## src/rtl/counter_pres_gen.sv

```systemverilog
`default_nettype none
// ============================================================================
//  Module   : counter_pres_gen
//  Brief    : W-bit LED/sequencer counter stepping once every 2^N clocks,
//             with up-wrap, down-wrap, ping-pong and up-saturate modes,
//             synchronous load, enable, step strobe and terminal-count pulse.
//  Revision : 1.0 - initial parametrised release
// ============================================================================
module counter_pres_gen #(
    parameter int W = 8,
    parameter int N = 25
) (
    input  logic         clk_i,
    input  logic         rstn_i,
    input  logic         en_i,
    input  logic [1:0]   mode_i,
    input  logic         load_i,
    input  logic [W-1:0] load_val_i,
    output logic [W-1:0] data_o,
    output logic         dir_o,
    output logic         tick_o,
    output logic         tc_o
);

    localparam logic [W-1:0] MAX_VAL    = {W{1'b1}};
    localparam logic [W-1:0] ZERO_VAL   = {W{1'b0}};
    localparam logic [W-1:0] ONE_VAL    = W'(1);
    localparam logic [W-1:0] MAX_M1_VAL = MAX_VAL - ONE_VAL;
    localparam logic [N-1:0] PRESC_TOP  = {N{1'b1}};
    localparam logic [N-1:0] PRESC_ONE  = N'(1);

    localparam logic [1:0] MODE_UP_WRAP = 2'b00;
    localparam logic [1:0] MODE_DN_WRAP = 2'b01;
    localparam logic [1:0] MODE_PING    = 2'b10;
    localparam logic [1:0] MODE_UP_SAT  = 2'b11;

    logic [N-1:0] presc_q, presc_d;
    logic [W-1:0] data_q,  data_d;
    logic         dir_q,   dir_d;
    logic         tick_q,  tick_d;
    logic         tc_q,    tc_d;
    logic         step_w;

    // Prescaler roll-over marks the cycle on which the counter advances.
    assign step_w = en_i & ~load_i & (presc_q == PRESC_TOP);

    // Next-state: load beats counting; tick/tc are cleared on every non-step cycle.
    always_comb begin
        presc_d = presc_q;
        data_d  = data_q;
        dir_d   = dir_q;
        tick_d  = 1'b0;
        tc_d    = 1'b0;
        if (load_i) begin
            data_d  = load_val_i;
            presc_d = '0;
            if (load_val_i == ZERO_VAL) begin
                dir_d = 1'b1;
            end else if (load_val_i == MAX_VAL) begin
                dir_d = 1'b0;
            end
        end else if (en_i) begin
            presc_d = presc_q + PRESC_ONE;
            if (step_w) begin
                tick_d = 1'b1;
                case (mode_i)
                    MODE_UP_WRAP: begin
                        dir_d  = 1'b1;
                        data_d = data_q + ONE_VAL;
                        tc_d   = (data_q == MAX_VAL);
                    end
                    MODE_DN_WRAP: begin
                        dir_d  = 1'b0;
                        data_d = data_q - ONE_VAL;
                        tc_d   = (data_q == ZERO_VAL);
                    end
                    MODE_PING: begin
                        // Bounce at either end so each endpoint is shown once per sweep.
                        if (dir_q) begin
                            if (data_q == MAX_VAL) begin
                                data_d = MAX_M1_VAL;
                                dir_d  = 1'b0;
                                tc_d   = 1'b1;
                            end else begin
                                data_d = data_q + ONE_VAL;
                            end
                        end else begin
                            if (data_q == ZERO_VAL) begin
                                data_d = ONE_VAL;
                                dir_d  = 1'b1;
                                tc_d   = 1'b1;
                            end else begin
                                data_d = data_q - ONE_VAL;
                            end
                        end
                    end
                    MODE_UP_SAT: begin
                        dir_d = 1'b1;
                        if (data_q == MAX_VAL) begin
                            tc_d = 1'b1;
                        end else begin
                            data_d = data_q + ONE_VAL;
                        end
                    end
                    default: begin
                        data_d = data_q;
                    end
                endcase
            end
        end
    end

    // State and output registers with synchronous active-low reset.
    always_ff @(posedge clk_i) begin
        if (!rstn_i) begin
            presc_q <= '0;
            data_q  <= '0;
            dir_q   <= 1'b1;
            tick_q  <= 1'b0;
            tc_q    <= 1'b0;
        end else begin
            presc_q <= presc_d;
            data_q  <= data_d;
            dir_q   <= dir_d;
            tick_q  <= tick_d;
            tc_q    <= tc_d;
        end
    end

    assign data_o = data_q;
    assign dir_o  = dir_q;
    assign tick_o = tick_q;
    assign tc_o   = tc_q;

endmodule
`default_nettype wire

```

## config.mk

```make
export PLATFORM = sky130hd
export DESIGN_NAME = counter_pres_gen
export DESIGN_NICKNAME = d
export VERILOG_FILES = /design/src/rtl/counter_pres_gen.sv
export SDC_FILE = /design/constraint.sdc
export NUM_CORES = 1
export LEC_CHECK = 0
export ABC_AREA = 1
export CORE_ASPECT_RATIO = 0.75
export CORE_MARGIN = 3
export CORE_UTILIZATION = 62
export DETAILED_ROUTE_END_ITERATION = 8
export PLACE_DENSITY = 0.86
export SYNTH_ARGS = -nofsm -noshare
export SYNTH_HDL_FRONTEND = slang
export SYNTH_SLANG_ARGS = --single-unit
```

## constraint.sdc

```tcl
create_clock -name clk_i -period 5.2 [get_ports clk_i]
set_input_delay 1.3 -clock clk_i [delete_from_list [all_inputs] [get_ports clk_i]]
set_output_delay 1.3 -clock clk_i [all_outputs]
set_load 0.1 [all_outputs]
```

-- Word level (Yosys, flattened, before mapping)
Index checks and enable logic that the tools add are counted.
- register bits after elaboration: 36
- latch bits: 0
- bits in writable memories: 0
- ROM bits: 0
- bits of input ports: 14
- output and inout bits: 11
- word-level logic and storage cells: 54
- memories: 0
- add/subtract/negate cells: 3
- multipliers: 0
- div/mod/pow operators: 0
- order comparisons: 0
- equal/unequal tests: 8
- shift-type cells: 0
- multiplexer cells: 21
- bitwise logic cells: 6
- reductions and logical operators: 11
- operators with widths (cell ; number):
    8-bit two-way mux ; 7
    8-bit one-hot mux with 4 select lines ; 1
    25-bit by 1-bit adder with 25-bit output (second input constant) ; 1
    25-bit == test (second input constant) ; 1
    8-bit == test (second input constant) ; 2
    8-bit zero test ; 2
    1-bit two-way mux ; 11
    8-bit by 1-bit adder with 8-bit output (second input constant) ; 1
    8-bit by 1-bit subtractor with 8-bit output (second input constant) ; 1
    3-bit AND reduction ; 2
    2-bit == test (second input constant) ; 2
    1-bit inverter ; 4
    1-bit one-hot mux with 4 select lines ; 1
    2-bit nonzero test ; 2
    2-bit OR reduction ; 2
    4-bit OR reduction ; 1
    3-bit by 1-bit inequality test with 1-bit output (second input constant) ; 1
    3-bit inequality test (second input constant) ; 1
    1-bit one-hot mux with 3 select lines ; 1
    3-bit OR reduction ; 1
    1-bit bitwise AND ; 2
    2-bit by 1-bit == test with 1-bit output (second input constant) ; 1
    2-bit zero test ; 1

-- Logic depth before layout (Yosys ltp)
Gate-level depths: netlist (run 1).
- word-level depth: 7
- depth in mapped cells: 13
- gate-level depth less buffers: 13

-- Least setup slack after synthesis (run 1)
OpenSTA, ideal clock, no wires.
- path kind: input -> register
- from: in mode_i[0]
- to: reg data_q[5], in the netlist data_o[5]
- library setup time: 0.070 ns
- data arrival time: 2.504 ns
- required time: 5.130 ns
- path slack: 2.626 ns
- cell stages on the path: 9
- buffers on the path: 1
- cell sequence: inv_1 ha_1 clkbuf_1 clkinv_1 o21ai_0 inv_1 nand2_1 nand2_1 a21oi_1
- cells in the longest elaborated chain, start to end: 5
- elaborated cells on any way between the ends: 10
- those cells by class: eq/ne (4); mux (4); reduce/logical (2)
- RTL lines (what ; line ; RTL):
    start: declaration ; 16 ; input logic [1:0] mode_i,
    2-bit == test, or another cell as far along ; 66 ; case (mode_i)
    8-bit one-hot mux with 4 select lines ; 66 ;
    8-bit two-way mux ; 64 ; if (step_w) begin
    8-bit two-way mux ; 62 ; end else if (en_i) begin
    8-bit two-way mux ; 54 ; if (load_i) begin
    end signal: assignment ; 123 ; data_q <= data_d;
    end: declaration ; 38 ; logic [W-1:0] data_q, data_d;
Several ways; a longest one is shown, not always the timed one. The select of a mux whose other input is x is not followed.
A chain may end at the register's enable or synchronous reset.

-- Worst setup path in the final report (run 1)
- from: reg data_q[2], in the netlist data_o[2]
- to: out data_o[2]
- RTL lines (what ; line ; RTL):
    end: declaration ; 19 ; output logic [W-1:0] data_o,
No word-level cell between the ends.

==> results of run 1 <==
==> power groups by stage <==
stage	Clock, mW	Combinational [mW]	Sequential (mW)
4_1_cts	0.184	0.146	0.292
6_report	0.182	0.149	0.292
3_5_place_dp	0	0.145	0.298
2_1_floorplan	0	0.0757	0.326
3_3_place_gp	0	0.144	0.298
5_1_grt	0.197	0.161	0.293
==> registers in the layout (all words and copies together) (netlist names) <==
| name | cells |
|---|---|
| data_o | 8 |
| tc_o | 1 |
| presc_q | 25 |
| dir_o | 1 |
| tick_o | 1 |
==> synthesized netlist by cell type (all sizes together) (5+ instances only) <==
cell type / number
nor3: 12
nand3: 32
buf: 6
ha: 7
nor2: 56
xor2: 8
a31oi: 6
nand4: 5
a21oi: 25
nand2: 111
inv: 49
o21ai: 21
dfxtp: 36
==> metal layers <==
layer | vias up | GRT usage (%) | wire length, um
met1 | 1185 | 44.0 | 3080
met5 | - | 0 | 0
li1 | 1347 | - | -
met4 | 0 | 6.27 | 121
met2 | 164 | 40.6 | 2570
met3 | 18 | 6.73 | 917
==> cell usage in the layout (no fill, tap or decap), types with 3 or more instances in the layout <==
master and instances:
nand4_1 4, xor2_1 8, nor3_4 3, nand2_1 101, nor4_1 4, nor2_2 6
o21ai_0 20, o21a_1 3, ha_1 7, dfxtp_1 36, nor2_1 47, a31oi_1 6
a21oi_1 22, clkdlybuf4s50_1 24, nor3_1 8, nor2_4 3, nand2_2 10, a21boi_0 3
clkinv_1 3, inv_2 4, nand3_1 30, o211ai_1 4, inv_1 45, clkbuf_8 5
a21oi_2 3
==> cells by family (layout without fill, tap and decap cells) <==
logic type	after synthesis	count (layout)	synth area share (%)
AO/OA/AOI/OAI	65	65	14.7
XOR/XNOR	10	10	3.43
adder cells (fa/ha/maj)	7	7	3.43
buffers and inverters	62	84	9.65
flip-flops	36	36	28.2
AND/OR/NAND/NOR	222	222	40.5
==> through the flow <==
step / hold slack, ns / area (sq um) / total power, mW / worst slack (ns)
floorplan: 0.437 / 2550 / 0.402 / 2.63
global placement: 0.451 / 2820 / 0.442 / 2.07
detailed placement: 0.456 / 2820 / 0.443 / 2.00
CTS: 0.469 / 2890 / 0.621 / 1.81
global route: 0.506 / 2890 / 0.652 / 1.76
finish: 0.483 / 2890 / 0.624 / 1.81
==> area by class of cell <==
type	instances	area share (%)
repair buffers	25	8.56
inverters	52	6.75
multi-input cells	304	54.8
flip-flops and latches	36	24.9
well taps	52	2.25
clock inverters	1	0.173
clock buffers	6	2.51
==> final timing paths <==
kind	from	cells past startpoint	slack, ns	to
worst max-delay path	data_o[2]$_SDFFE_PN0P_	1	1.81	data_o[2]
worst min-delay path	presc_q[4]$_SDFFE_PP0P_	2	0.48	presc_q[4]$_SDFFE_PP0P_
worst max register to register	data_o[0]$_SDFFE_PN0P_	8	3.18	data_o[1]$_SDFFE_PN0P_
worst min register to register	presc_q[4]$_SDFFE_PP0P_	2	0.48	presc_q[4]$_SDFFE_PP0P_
==> flow_summary_export.csv, run 1 <==
group,metric,value,unit
floorplan,dieArea,4930,sq um
setup_path,start_kind,"flip-flop",
synth,syn-num-nets,423,
clock_network,clockRootBuffer,"clkbuf_8",
floorplan,core_area,3800,sq um
grt,antenna_found_initial,0,
place,place_inst,469,
synth,yosysUniqueCellTypes,35,
cells_and_area,final_util,76.1,%
synth,synthArstFlopShare,0,%
synth,synth_top_area_share,28.2,%
clock_network,h-tree-depth,2,
power,swShare,33.0,%
synth,syn_area,2550,sq um
route,vias,2714,
setup_path,crit_chain,"clkdlybuf4s50_1",
clock_network,clk_path_buf_depth,2,
synth,synth_flop_cell,"dfxtp_1",
floorplan,die_w,80.1,um
timing,fin_crit,3.39,ns
timing,hold_violations,0,
timing,rsz0062_at_grt,"false",
setup_path,worst-path-buf-inv,1,
cells_and_area,num-fill-cells,307,
outcome,run_status,"completed",
route,drt_iter0_markers,413,
clock_network,clk_pin_slew,0.07,ns
setup_path,critPathTopFamily,"buffers and inverters",
clock_network,clkLatencyLatePin,0.28,ns
power,cell_internal_pwr,0.418,mW
clock_network,hold_buffers,0,
place,io_buffers,24,
grt,grt_pass1_vias,2244,
timing,fin_crit_sh,65.1,%
setup_path,critPathMaxStageDelay,1.22,ns
run,maxCapViolations,0,
power,power_frac_seq,46.9,%
power,peakVddDrop,0.151,mV
setup_path,cp_slowest_cell,"clkdlybuf4s50_1",
setup_path,end_kind,"primary output",
power,clkPwrFrac,29.3,%
grt,grt_pass1_wl,10800,um
grt,grt_use_total,28.7,%
floorplan,fp.dieH,61.6,um
timing,final-max-slew-violation-count,0,
route,drt_wl_total,6690,um
clock_network,cts_tree,"done",
place,detailed_place_hpwl,5200,um
synth,synth.ff_latch_count,36,
setup_path,worstPathArrival,2.09,ns
clock_network,cts_buffers,5,
synth,avgSynthCellArea,6.35,sq um
floorplan,start_util,67.1,%
floorplan,row_count,19,
timing,finalSetupViolCount,0,
route,ant_nets,0,
setup_path,critPathKind,"flip-flop to primary output",
route,wl_per_cell,14.0,um
timing,max_freq,295,MHz
cells_and_area,instances_no_fill,476,
clock_network,post_cts_buffers,0,
route,drc,0,
power,power.density,216,nW/um^2
synth,ys.warnings.count,0,
power,p_sw,0.206,mW
cells_and_area,drive_gt1_share,9.67,%
synth,yosysTopAreaCell,"dfxtp_1",
hold_path,hp-class,"flip-flop to flip-flop",
grt,grt_start_max_net_pins,16,
clock_network,cts_resized,0,
cells_and_area,nets,445,
floorplan,ios,25,
power,combPwrFrac,23.9,%
cells_and_area,seqCellArea,721,sq um
timing,tightest_slew,0.975,ns
route,avgViaCountPerCell,5.70,
synth,ys_seq_area_share,28.2,%
cells_and_area,n_antenna_cell,0,
timing,setup_tns,0,ns
setup_path,required,3.90,ns
clock_network,cts_sinks,36,
setup_path,critPathMaxFanout,11,
synth,synth_cells,402,
power,p_leak,1.15,nW
synth,synth_edf_count,0,
synth,synth_area_leaders,"dfxtp_1, nand2_1, nor2_1",
route,drtPass1Iterations,5,
cells_and_area,multi_input_area,1590,sq um
place,gp_congestion,0.988,
timing,slew_headroom,34.8,%
timing,finalClockSkew,0.00845,ns
cells_and_area,areaGrowthSynthToFinish,13.3,%
grt,grt_overflow,0,
Note: power is estimated with default switching activity, not from simulation.
==> inputs of run 2 (changes only) <==
--- a/config.mk
+++ b/config.mk
@@ -8,9 +8,9 @@
 export ABC_AREA = 1
 export CORE_ASPECT_RATIO = 0.75
 export CORE_MARGIN = 3
-export CORE_UTILIZATION = 62
+export CORE_UTILIZATION = 57
 export DETAILED_ROUTE_END_ITERATION = 8
-export PLACE_DENSITY = 0.86
+export PLACE_DENSITY = 0.8
 export SYNTH_ARGS = -nofsm -noshare
 export SYNTH_HDL_FRONTEND = slang
 export SYNTH_SLANG_ARGS = --single-unit
==> constraint.sdc (replaced) <==
create_clock -name clk_i -period 3.3 [get_ports clk_i]
set_input_delay 0.825 -clock clk_i [delete_from_list [all_inputs] [get_ports clk_i]]
set_output_delay 0.825 -clock clk_i [all_outputs]
set_load 0.1 [all_outputs]
==> flow_summary_export.csv, run 2 (synthesis gave the netlist of run 1 again) <==
group,metric,value,unit
floorplan,die_w,83.3,um
cells_and_area,top_register,"presc_q",
setup_path,reg2reg_setup_slack,1.39,ns
clock_network,hold_buffers,0,
cells_and_area,final_cell_mix,"nand2_1, nor2_1, inv_1",
setup_path,cp-endpoint,"data_o[5]$_SDFFE_PN0P_",
cells_and_area,drive_gt1_share,12.7,%
route,drt_wl_total,6620,um
cells_and_area,nets,445,
clock_network,post_cts_buffers,0,
power,power.density,359,nW/um^2
place,gp_congestion,0.980,
setup_path,worstSetupStartpoint,"mode_i[0]",
clock_network,cts_resized,0,
setup_path,ff2ff_path_depth,10,
clock_network,clk_pin_slew,0.07,ns
cells_and_area,final_util,69.1,%
floorplan,ios,25,
setup_path,r2r_start,"data_o[1]$_SDFFE_PN0P_",
timing,slew_headroom,66.6,%
run,maxCapViolations,0,
grt,grt_use_total,25.7,%
grt,antenna_found_initial,0,
timing,hold_violations,0,
cells_and_area,largest_reg_flops,25,
grt,grt_start_max_net_pins,16,
setup_path,critPathKind,"input pin to flip-flop",
timing,setup_tns,0,ns
power,p_leak,1.17,nW
power,peakVddDrop,0.267,mV
setup_path,cp_slowest_cell,"clkdlybuf4s50_1",
clock_network,h-tree-depth,2,
timing,fin_crit,2.47,ns
route,avgViaCountPerCell,5.56,
timing,finalClockSkew,0.00650,ns
setup_path,required,3.53,ns
setup_path,crit_chain,"clkdlybuf4s50_1, inv_1, ha_1, clkinv_1, o21ai_0, inv_1, nand2_1, nand2_1, a21oi_1",
floorplan,dieArea,5330,sq um
route,ant_nets,0,
route,vias,2670,
route,drc,0,
setup_path,start_kind,"input pin",
setup_path,worstPathArrival,2.70,ns
route,drtPass1Iterations,5,
clock_network,cts_sinks,36,
outcome,run_status,"completed",
place,detailed_place_hpwl,5160,um
cells_and_area,final_common_cell,"nand2_1",
cells_and_area,n_antenna_cell,0,
clock_network,clkLatencyLatePin,0.30,ns
cells_and_area,areaGrowthSynthToFinish,13.1,%
place,place_inst,472,
timing,finalSetupViolCount,0,
setup_path,critPathMaxFanout,10,
hold_path,hp-class,"flip-flop to flip-flop",
route,drt_iter0_markers,291,
grt,grt_overflow,0,
timing,rsz0062_at_grt,"false",
floorplan,core_area,4180,sq um
setup_path,worstReg2RegEnd,"data_o[0]$_SDFFE_PN0P_",
timing,max_freq,405,MHz
timing,fin_crit_sh,74.9,%
timing,final-max-slew-violation-count,0,
setup_path,worst-path-buf-inv,4,
setup_path,path_depth,9,
clock_network,cts_tree,"done",
place,io_buffers,24,
hold_path,min_path_cells,2,
cells_and_area,instances_no_fill,480,
floorplan,start_util,61.1,%
setup_path,end_kind,"flip-flop",
grt,grt_pass1_wl,11000,um
grt,grt_pass1_vias,2263,
setup_path,critPathMaxStageDelay,0.51,ns
floorplan,fp.dieH,64.0,um
clock_network,clk_path_buf_depth,2,
setup_path,critPathTopFamily,"buffers and inverters",
route,wl_per_cell,13.8,um
clock_network,clockRootBuffer,"clkbuf_8",
clock_network,cts_buffers,5,
floorplan,row_count,20,
timing,tightest_slew,0.497,ns
## run 2: worst min path at each step
stage	end	startpoint
2_1_floorplan	presc_q[13]$_SDFFE_PP0P_	presc_q[13]$_SDFFE_PP0P_
3_3_place_gp	presc_q[22]$_SDFFE_PP0P_	presc_q[22]$_SDFFE_PP0P_
3_5_place_dp	presc_q[22]$_SDFFE_PP0P_	presc_q[22]$_SDFFE_PP0P_
4_1_cts	presc_q[22]$_SDFFE_PP0P_	presc_q[22]$_SDFFE_PP0P_
5_1_grt	presc_q[22]$_SDFFE_PP0P_	presc_q[22]$_SDFFE_PP0P_
6_report	presc_q[22]$_SDFFE_PP0P_	presc_q[22]$_SDFFE_PP0P_
## run 2: worst min-delay path, delay by kind of cell, from the launching register on
kind                   cells  cell delay (ns)
buffers and inverters      1             0.06
DFF                        1             0.31
AOI/OAI and AO/OA          1             0.05
## run 2: power by group
group          switching (mW)  leakage, nW  internal (mW)  total, mW
Combinational           0.160        0.836         0.0701      0.230
Clock                   0.176       0.0434          0.169      0.345
Sequential             0.0182        0.292          0.442      0.460
Total                   0.355         1.17          0.681       1.04
## run 2: per-layer routing
layer,vias to the layer above,routed length [um],track usage (%)
met5,-,0,0
met4,0,75,7.55
met2,122,2550,34.3
li1,1341,-,-
met3,9,650,5.15
met1,1198,3340,40.4
## run 2: layout make-up
| class | count | area [sq um] |
|---|---|---|
| tap | 55 | 68.8 |
| multi-input combinational | 304 | 1590 |
| fill | 361 | 1290 |
| clock buffer | 6 | 82.6 |
| inverter | 52 | 195 |
| clock inverter | 2 | 15.0 |
| timing repair buffer | 25 | 220 |
| sequential | 36 | 721 |
## run 2: metrics by stage
step | instance area, sq um | hold WS [ns] | total power, mW | setup WS [ns]
after floorplan | 2550 | 0.437 | 0.633 | 1.02
after global placement | 2790 | 0.451 | 0.693 | 0.636
after detailed placement | 2790 | 0.457 | 0.696 | 0.565
after CTS | 2890 | 0.469 | 1.03 | 0.867
after global routing | 2890 | 0.486 | 1.08 | 0.678
final | 2890 | 0.472 | 1.04 | 0.830
==> RTL change: new RTL, settings of run 2 <==
The output `tc_o` loses its register stage (`tc_q` becomes a continuous assignment).
--- a/src/rtl/counter_pres_gen.sv
+++ b/src/rtl/counter_pres_gen.sv
@@ -118,5 +118,4 @@
             dir_q   <= 1'b1;
             tick_q  <= 1'b0;
-            tc_q    <= 1'b0;
         end else begin
             presc_q <= presc_d;
@@ -124,7 +123,8 @@
             dir_q   <= dir_d;
             tick_q  <= tick_d;
-            tc_q    <= tc_d;
         end
     end
+
+    assign tc_q = tc_d;
 
     assign data_o = data_q;
Check against the original RTL: same outputs for any inputs over 10 cycles, from zero or initial values and one cycle with rstn_i low; that may be too few to reach the edited logic, so the function may still have changed.
==> RTL change against run 2 <==
Setup slack worse by 0.75 ns. Total power increased by 6.4%. Synthesized cell count grew 3.7%. Sequential cell count down 1. Area after synthesis is 0.83% higher. Non-clock buffer count rose by 7. Wire length is 4.5% higher. Design area is 3.9% higher. Count of clock-buffer cells in the layout did not move. Via count rose by 3.5%. Critical endpoint is now tc_o. Largest cell class unchanged. Largest power group unchanged.
==> RTL change: results (changes against run 2) <==
| Metric | Value |
|---|---|
| Outcome | `finished, final reports clean` |
| Post-CTS sizing | `0 (unchanged)` |
| Worst-Margin Slew | `0.594 ns (+0.0967 ns)` |
| Synth Area in XOR/XNOR | `3.40% (-0.028 points)` |
| Yosys cell types | `36 (+2.9%)` |
| Compound-Gate Fraction of Synth Area | `14.6% (-0.17 points)` |
| Post-synthesis adder-cell area fraction | `3.40% (-0.028 points)` |
| Hold path start | `presc_q[13]$_SDFFE_PP0P_` |
| Detail Placement HPWL | `5360 µm (+3.7%)` |
| CP peak stage delay | `0.47 ns (-0.04 ns)` |
| Crit path max fanout | `5 (-5)` |
| Clk_lat worst skew | `0.29 ns` |
| CTS Buf Count | `5 (unchanged)` |
| Top post-synthesis cells by area | `dfxtp_1 (27%), nand2_1 (15%), nor2_1 (7.4%)` |
| Crit path from | `en_i` |
| Placement Setup Slack | `0.0859 ns (-0.479 ns)` |
| GPL Wtd Cong | `1.02 (+3.8%)` |
| Count of input and output buffers | `24 (unchanged)` |
| Internal power | `753 µW (+10%)` |
| Min Tclk post-route | `3.22 ns (+0.754 ns)` |
| Clk slew on worst S/H paths | `0.08 ns` |
| LEAKAGE | `0.00126 µW (+7.5%)` |
| Number of diodes | `0 (unchanged)` |
| GRT Overall Usage | `26.7% (+0.99 points)` |
| FILL cells | `359 (-0.55%)` |
| NumNets Final | `466 (+4.7%)` |
| DP Cell Count | `493 (+4.4%)` |
| Crit path DAT | `2.40 ns (-0.30 ns)` |
| Routed vias/inst | `5.51 (-0.85%)` |
| Worst R2R Setup Slack | `1.47 ns (+0.08 ns)` |
| Avg Inst Size Synth | `6.17 µm² (-2.8%)` |
| Drt initial violations | `238 (-18%)` |
| Worst IR Drop VDD | `364 µV (+36%)` |
| CTS Buffer Depth | `2 (unchanged)` |
| Worst hold path type | `reg -> reg` |
| Slowest stage cell, crit path | `clkdlybuf4s50_1` |
| Max Clock Skew | `0.00606 ns (-0.000441 ns)` |
| Pin count of the biggest net entering global routing | `14 (-2)` |
| Pwr dens | `367 mW/mm² (+2.4%)` |
| H-tree Lvls | `2 (unchanged)` |
| Top cell types by occurrence after synthesis | `nand2_1 (106), nor2_1 (51), inv_1 (48)` |
| Biggest register | `presc_q` |
| R2R Path Start | `data_o[0]$_SDFFE_PN0P_` |
| Post-synth net total | `438 (+3.5%)` |
| Initial antenna violation count | `0 (unchanged)` |
| Comb pwr | `243 µW (+6%)` |
| Vias in the first global route | `2411 (+6.5%)` |
| Global-route wire length before repair | `11600 µm (+5.5%)` |
| Reg power frac | `41.0% (-3.4 points)` |
| Share of post-route cells with drive strength above 1 | `14.8% (+2.1 points)` |
| Avg WL per Cell | `13.8 µm (+0.15%)` |
| Routed vias | `2763 (+3.5%)` |
| Register area share after synthesis | `27.2% (-1.0 points)` |
==> RTL change: cell count changes after synthesis, moves of 4 or more <==
cell	run 2	this run
nand2_1	101	106
nand2_2	10	5
a21oi_1	22	30
o21ai_0	20	25
nor2_1	47	51
inv_2	4	10
a31oi_1	6	1
==> RTL change: cells by family (layout without fill, tap and decap cells) <==
kind of cell | after synthesis | count (layout)
adders and majority gates | 7 | 7
AOI/OAI and AO/OA | 69 | 69
DFF | 35 | 35
buffers and inverters | 69 | 98
and+or+nand+nor | 227 | 227
xor gates and xnor gates | 10 | 10
==> RTL change: worst paths after layout <==
path,to,cells after the start
setup reg to reg,dir_o$_SDFFE_PN1P_,10
hold reg to reg,presc_q[13]$_SDFFE_PP0P_,2
hold / removal,presc_q[13]$_SDFFE_PP0P_,2
setup / recovery,tc_o,10
==> RTL change: layout make-up <==
cell class                      count  area share (%)
Inverter                           58            7.25
Clock buffer                        6            2.75
Multi-Input combinational cell    313            53.5
Timing Repair Buffer               32            9.50
Clock inverter                      2            1.17
Sequential cell                    35            23.6
Tap cell                           55            2.29
==> RTL change: metal layers <==
metal / wire length, µm / track usage (%) / up-vias
met1: 3320 / 40.0 / 1217
met3: 842 / 7.60 / 6
met5: 0 / 0 / -
met4: 37 / 4.42 / 0
met2: 2720 / 38.0 / 151
li1: - / - / 1389
==> RTL change: worst reg2reg max path, stage by stage (launching register included) <==
cell and delay [ns]:
dfxtp_2 0.39, ha_1 0.19, inv_1 0.08, nor2_1 0.25, nand2_1 0.14, nand2_1 0.15
a21oi_1 0.09, o21ai_0 0.22, nand2_1 0.08, nand3_1 0.08, nand2_1 0.05
==> RTL change: metrics by stage <==
step	cell area, µm²	hold WS [ns]
CTS	3000	0.471
global placement	2890	0.450
global route	3000	0.505
detailed placement	2890	0.459
floorplan	2580	0.437
finish	3000	0.478
